===== config.mk =====
export PLATFORM = sky130hd
export DESIGN_NAME = instruction_fetch_unit
export DESIGN_NICKNAME = d
export VERILOG_FILES = /design/src/rtl/instruction_fetch_unit.sv
export SDC_FILE = /design/constraint.sdc
export NUM_CORES = 1
export LEC_CHECK = 0
export BUFFER_PORTS_ARGS = -buffer_cell sky130_fd_sc_hd__buf_2
export CAP_MARGIN = 20
export CORE_MARGIN = 2
export CORE_UTILIZATION = 60
export DETAILED_ROUTE_END_ITERATION = 6
export GPL_TIMING_DRIVEN = 0
export HOLD_SLACK_MARGIN = 0.12
export MAX_ROUTING_LAYER = met4
export PLACE_DENSITY = 0.95
export RECOVER_POWER = 25
export SLEW_MARGIN = 30
export SYNTH_ARGS = -nofsm -noshare
export SYNTH_HDL_FRONTEND = slang
export SYNTH_SLANG_ARGS = --single-unit
export TNS_END_PERCENT = 20

===== constraint.sdc =====
create_clock -name clk -period 10.65 [get_ports clk]
set_clock_uncertainty 0.1 [all_clocks]
set_input_delay 1.065 -clock clk [delete_from_list [all_inputs] [get_ports clk]]
set_output_delay 1.065 -clock clk [all_outputs]
set_load 0.02 [all_outputs]

===== src/rtl/instruction_fetch_unit.sv =====
// Instruction fetch front end: PC generation, credit-limited imem requests, in-order
// response FIFO toward decode, redirect flush. Optional macro IFETCH_MISALIGN_TRAP_EN.
module instruction_fetch_unit #(
  parameter int                  INSTRSIZE = 32,
  parameter int                  ADDRSIZE  = 64,
  parameter logic [ADDRSIZE-1:0] RESET_PC  = '0,
  parameter int                  DEPTH     = 2
) (
  input  logic                 clk,
  input  logic                 rst_n,
  output logic                 imem_req_valid,
  input  logic                 imem_req_ready,
  output logic [ADDRSIZE-1:0]  imem_addr,
  input  logic                 imem_rsp_valid,
  input  logic [INSTRSIZE-1:0] imem_rsp_data,
  output logic                 instr_valid,
  input  logic                 instr_ready,
  output logic [INSTRSIZE-1:0] instruction,
  output logic [ADDRSIZE-1:0]  instr_pc,
  input  logic                 redirect_valid,
  input  logic [ADDRSIZE-1:0]  redirect_pc,
  output logic                 fetch_misaligned
);

  localparam int                  PW      = $clog2(DEPTH);
  localparam int                  CW      = PW + 1;
  localparam logic [CW-1:0]       DEPTH_C = CW'(DEPTH);
  localparam logic [ADDRSIZE-1:0] PC_STEP = ADDRSIZE'(4);

  typedef enum logic [1:0] {
    ST_IDLE,
    ST_FETCH,
    ST_HALT
  } state_t;

  state_t               state, state_nxt;
  logic [ADDRSIZE-1:0]  pc, rsp_pc;
  logic [CW-1:0]        count, outstanding, discard;
  logic [PW-1:0]        wptr, rptr;
  logic [INSTRSIZE-1:0] fifo_instr [DEPTH];
  logic [ADDRSIZE-1:0]  fifo_pc    [DEPTH];

  logic [ADDRSIZE-1:0]  tgt_pc;
  logic                 tgt_misaligned;
  logic                 req_ok, req_hs, rsp_ok, push, pop;

  function automatic logic [CW-1:0] sat_dec(input logic [CW-1:0] v, input logic en);
    logic [CW-1:0] r;
    r = v;
    if (en && (v != '0)) r = v - CW'(1);
    return r;
  endfunction

`ifdef IFETCH_MISALIGN_TRAP_EN
  logic misaligned_q;

  assign tgt_pc         = redirect_pc;
  assign tgt_misaligned = (redirect_pc[1:0] != 2'b00);

  always_ff @(posedge clk or negedge rst_n) begin
    if (!rst_n) begin
      misaligned_q <= 1'b0;
    end else if (redirect_valid) begin
      misaligned_q <= tgt_misaligned;
    end
  end

  assign fetch_misaligned = misaligned_q;
`else
  logic unused_redirect_lsb;

  assign unused_redirect_lsb = ^redirect_pc[1:0];
  assign tgt_pc              = {redirect_pc[ADDRSIZE-1:2], 2'b00};
  assign tgt_misaligned      = 1'b0;
  assign fetch_misaligned    = 1'b0;
`endif

  // Request side: credits cover both buffered entries and responses still in flight
  assign req_ok         = (state == ST_FETCH) && !redirect_valid &&
                          ((count + outstanding) < DEPTH_C);
  assign imem_req_valid = req_ok;
  assign imem_addr      = pc;
  assign req_hs         = req_ok && imem_req_ready;

  // Response side: a response with nothing outstanding is ignored so counters cannot wrap
  assign rsp_ok = imem_rsp_valid && (outstanding != '0);
  assign push   = rsp_ok && (discard == '0) && !redirect_valid;

  assign instr_valid = (count != '0);
  assign pop         = instr_valid && instr_ready && !redirect_valid;
  assign instruction = instr_valid ? fifo_instr[rptr] : '0;
  assign instr_pc    = instr_valid ? fifo_pc[rptr]    : '0;

  always_ff @(posedge clk or negedge rst_n) begin
    if (!rst_n) begin
      state <= ST_IDLE;
    end else begin
      state <= state_nxt;
    end
  end

  always_comb begin
    state_nxt = state;
    case (state)
      ST_IDLE:  state_nxt = ST_FETCH;
      ST_FETCH: state_nxt = ST_FETCH;
      ST_HALT:  state_nxt = ST_HALT;
      default:  state_nxt = ST_IDLE;
    endcase
    if (redirect_valid) state_nxt = tgt_misaligned ? ST_HALT : ST_FETCH;
  end

  always_ff @(posedge clk or negedge rst_n) begin
    if (!rst_n) begin
      pc          <= RESET_PC;
      rsp_pc      <= RESET_PC;
      count       <= '0;
      outstanding <= '0;
      discard     <= '0;
      wptr        <= '0;
      rptr        <= '0;
    end else begin
      outstanding <= outstanding + CW'(req_hs) - CW'(rsp_ok);
      if (redirect_valid) begin
        pc      <= tgt_pc;
        rsp_pc  <= tgt_pc;
        count   <= '0;
        wptr    <= '0;
        rptr    <= '0;
        // discard is always a subset of outstanding, so every response still owed is stale
        discard <= outstanding - CW'(rsp_ok);
      end else begin
        if (req_hs) pc <= pc + PC_STEP;
        if (push) begin
          rsp_pc <= rsp_pc + PC_STEP;
          wptr   <= wptr + PW'(1);
        end
        if (pop) rptr <= rptr + PW'(1);
        count   <= count + CW'(push) - CW'(pop);
        discard <= sat_dec(discard, rsp_ok);
      end
    end
  end

  // FIFO payload carries no reset; outputs are masked while the FIFO is empty
  always_ff @(posedge clk) begin
    if (push) begin
      fifo_instr[wptr] <= imem_rsp_data;
      fifo_pc[wptr]    <= rsp_pc;
    end
  end

endmodule


==> flow_summary.yaml <==
setup_path:
  cp.required_ns: 9.49
  r2r_cells: 12
  crit_arrival_ns: 3.27
  reg2reg_to: "outstanding[1]$_DFF_PN0_"
  slowest_delay_ns: 0.65
  criticalPathCategory: "flip-flop to output pin"
  r2r_slack_ns: 6.75
  end_kind: "output pin"
  cp_common_cell: "buf_2"
  cp_slowest_cell: "clkbuf_1"
  crit_chain: "buf_2 > xor2_1 > xnor2_2 > clkbuf_1 > buf_1 > nor4b_1 > buf_2"
  start_kind: "flip-flop"
  worstReg2RegStart: "outstanding[1]$_DFF_PN0_"
  crit_path_max_fanout: 10
placed_design:
  dp_hpwl_microns: 33700
  numPortBuffers: 257
  gp_congestion: 1.03
cts:
  clk_pin_slew_ns: 0.06
  cts_htree_levels: 2
  clk_latency_ns: 0.51
  cts.sinks: 322
  ctsResizeCount: 0
  cts.path.max_buffers: 3
  clockRootBuffer: "clkbuf_16"
  cts_buffers: 34
  cts_tree: "yes"
  post_cts_buffers: 0
  cts_hold_buf: 0
hold_path:
  min_from: "state[0]$_DFF_PN0_"
  hold_class: "flip-flop to flip-flop"
  min_to: "state[1]$_DFF_PN0_"
  hold_depth: 1
synth:
  synthCells: 1340
  ys_warn_count: 0
  ys_types: 62
  postSynthAreaPerCell_sq_um: 11.5
  syn_area_sq_mm: 0.0154
  synth.top_cells.by_area: "edfxtp_1 (37%), dfrtp_1 (22%), mux2i_1 (6.7%), nor2_1 (3.6%), nand4_1 (2.7%)"
  synth_flop_cell: "edfxtp_1"
  synth_most_common_cell: "edfxtp_1"
  synth_seq_cells: 322
  synth_commonest_cells: "edfxtp_1 (188), nor2_1 (146), dfrtp_1 (134)"
  async_flop_share_pct: 41.6
  ys_seq_area_share_pct: 58.5
  synth_top_cell_by_area: "edfxtp_1"
  synth-edff-count: 188
  synth_top_area_share_pct: 36.7
timing:
  rsz0062_at_grt: "false"
  slew_headroom_pct: -127
  fin_crit_sh_pct: 41.6
  setup_viol: 0
  tightestPinTransition_ns: 3.40
  max_clock_freq_mhz: 225
  min_period_ns: 4.44
  slew_viol_final: 57
  fin_tns_setup_ns: 0
  finalHoldViolCount: 0
routing:
  routed_wl_microns: 48200
  vias_per_cell: 6.70
  via_count: 13400
  drtAntennaViolNets: 0
  drt-initial-drc-count: 2519
  routedWlPerCell_microns: 24.1
  drc_errors: 5
  drt-pass1-iter-count: 7
floorplanning:
  die_h_microns: 164
  start_util_pct: 61.1
  die_w_microns: 164
  io-pin-count: 265
  core_sq_mm: 0.0252
  fp-row-count: 58
  die-area_sq_mm: 0.0269
global_routing:
  use_met2_pct: 55.3
  met3_usage_pct: 7.88
  overflow: 0
  grt_max_degree: 79
  grtUsageTotal_pct: 36.2
  antenna_found_initial: 1
  grt_pass1_vias: 12600
  busiest_layer: "met2"
  grt_use_met1_pct: 46.1
  grt_pass1_wl_microns: 71700
cells_and_area:
  area_growth_pct: 19.6
  nNetsFinal: 1753
  drive_above_1_share_pct: 21.0
  n_fill_cell: 1645
power_and_ir_drop:
  power_density_mw_per_mm2: 205
  p_leak_nw: 6.93
  fin_total_pwr_mw: 3.78
  ir_drop_uv: 158
run_status:
  violations: "DRC, capacitance limit, slew limit"
  status: "finished with violations"
run:
  maxCapViolations: 1
-- cell families after synthesis --
kind of cell	count (synthesis)	share of synthesized area (%)
simple gates	555	18.8
flops	322	58.5
compound gates	159	7.37
mux	127	8.46
buf+inv	108	2.77
xor+xnor	60	3.42
fa+ha+maj	8	0.651
other cells	1	0.0244
-- worst max-delay path, delay by kind of cell (launching register included) --
family	cells	cell delay, ns
xor+xnor	2	0.78
buf+inv	4	1.52
flops	1	0.36
simple gates	1	0.10
-- per-stage QoR --
stage	setup slack [ns]	hold WS [ns]	util [%]	instance area, sq um	cells
5_1_grt	6.18	0.403	73.1	18400	1998
2_1_floorplan	4.05	0.328	-	15400	1344
3_3_place_gp	1.36	0.341	67.9	17100	1931
3_5_place_dp	6.26	0.366	68.7	17300	1937
6_report	6.21	0.382	73.1	18400	1999
4_1_cts	6.09	0.378	73.1	18400	1997
-- placed cells by master, fill, tap and decap left out, drive strengths merged, types with 27 or more instances in the layout --
master / instances
nor4: 41
or4: 32
clkbuf: 116
inv: 27
dfrtp: 134
edfxtp: 188
o21ai: 31
nor2: 147
buf: 272
nand3: 62
xor2: 34
nand4: 67
nand2: 97
mux2i: 103
-- per-layer routing --
| metal | up-vias | routed length (microns) |
|---|---|---|
| met2 | 1063 | 22400 |
| li1 | 5664 | - |
| met4 | 0 | 2840 |
| met3 | 256 | 5790 |
| met1 | 6402 | 17200 |
| met5 | - | 0 |
-- area by class of cell --
class | instances | area, sq um | share of cell area (%)
clock buffers | 42 | 902 | 4.90
diodes | 2 | 5.00 | 0.0272
clock inverters | 18 | 209 | 1.14
repair buffers | 263 | 1440 | 7.80
multi-input cells | 914 | 6020 | 32.7
well taps | 330 | 413 | 2.24
inverters | 25 | 93.8 | 0.510
plain buffers | 83 | 333 | 1.81
flip-flops and latches | 322 | 9000 | 48.9
-- sequential cells by signal, indices dropped and copies added (netlist names), 2 cells and up --
| signal | flops |
|---|---|
| count | 2 |
| discard | 2 |
| fifo_instr | 64 |
| fifo_pc | 124 |
| imem_addr | 62 |
| outstanding | 2 |
| rsp_pc | 62 |
| state | 2 |
-- worst max path at each step --
stage	end	slack (ns)	cells after the start	startpoint
floorplan	fifo_instr[0][0]$_DFFE_PP_	4.05	6	redirect_valid
global placement	fifo_pc[0][61]$_DFFE_PP_	1.36	7	redirect_valid
detailed placement	fifo_pc[1][58]$_DFFE_PP_	6.26	7	redirect_valid
CTS	imem_req_valid	6.09	7	outstanding[1]$_DFF_PN0_
global route	imem_req_valid	6.18	7	outstanding[1]$_DFF_PN0_
finish	imem_req_valid	6.21	7	outstanding[1]$_DFF_PN0_
-- power breakdown --
group | internal (mW) | switching, mW
clock network | 0.704 | 0.492
registers | 1.46 | 0.136
logic | 0.320 | 0.663
Power figures use the tool's default switching activity.
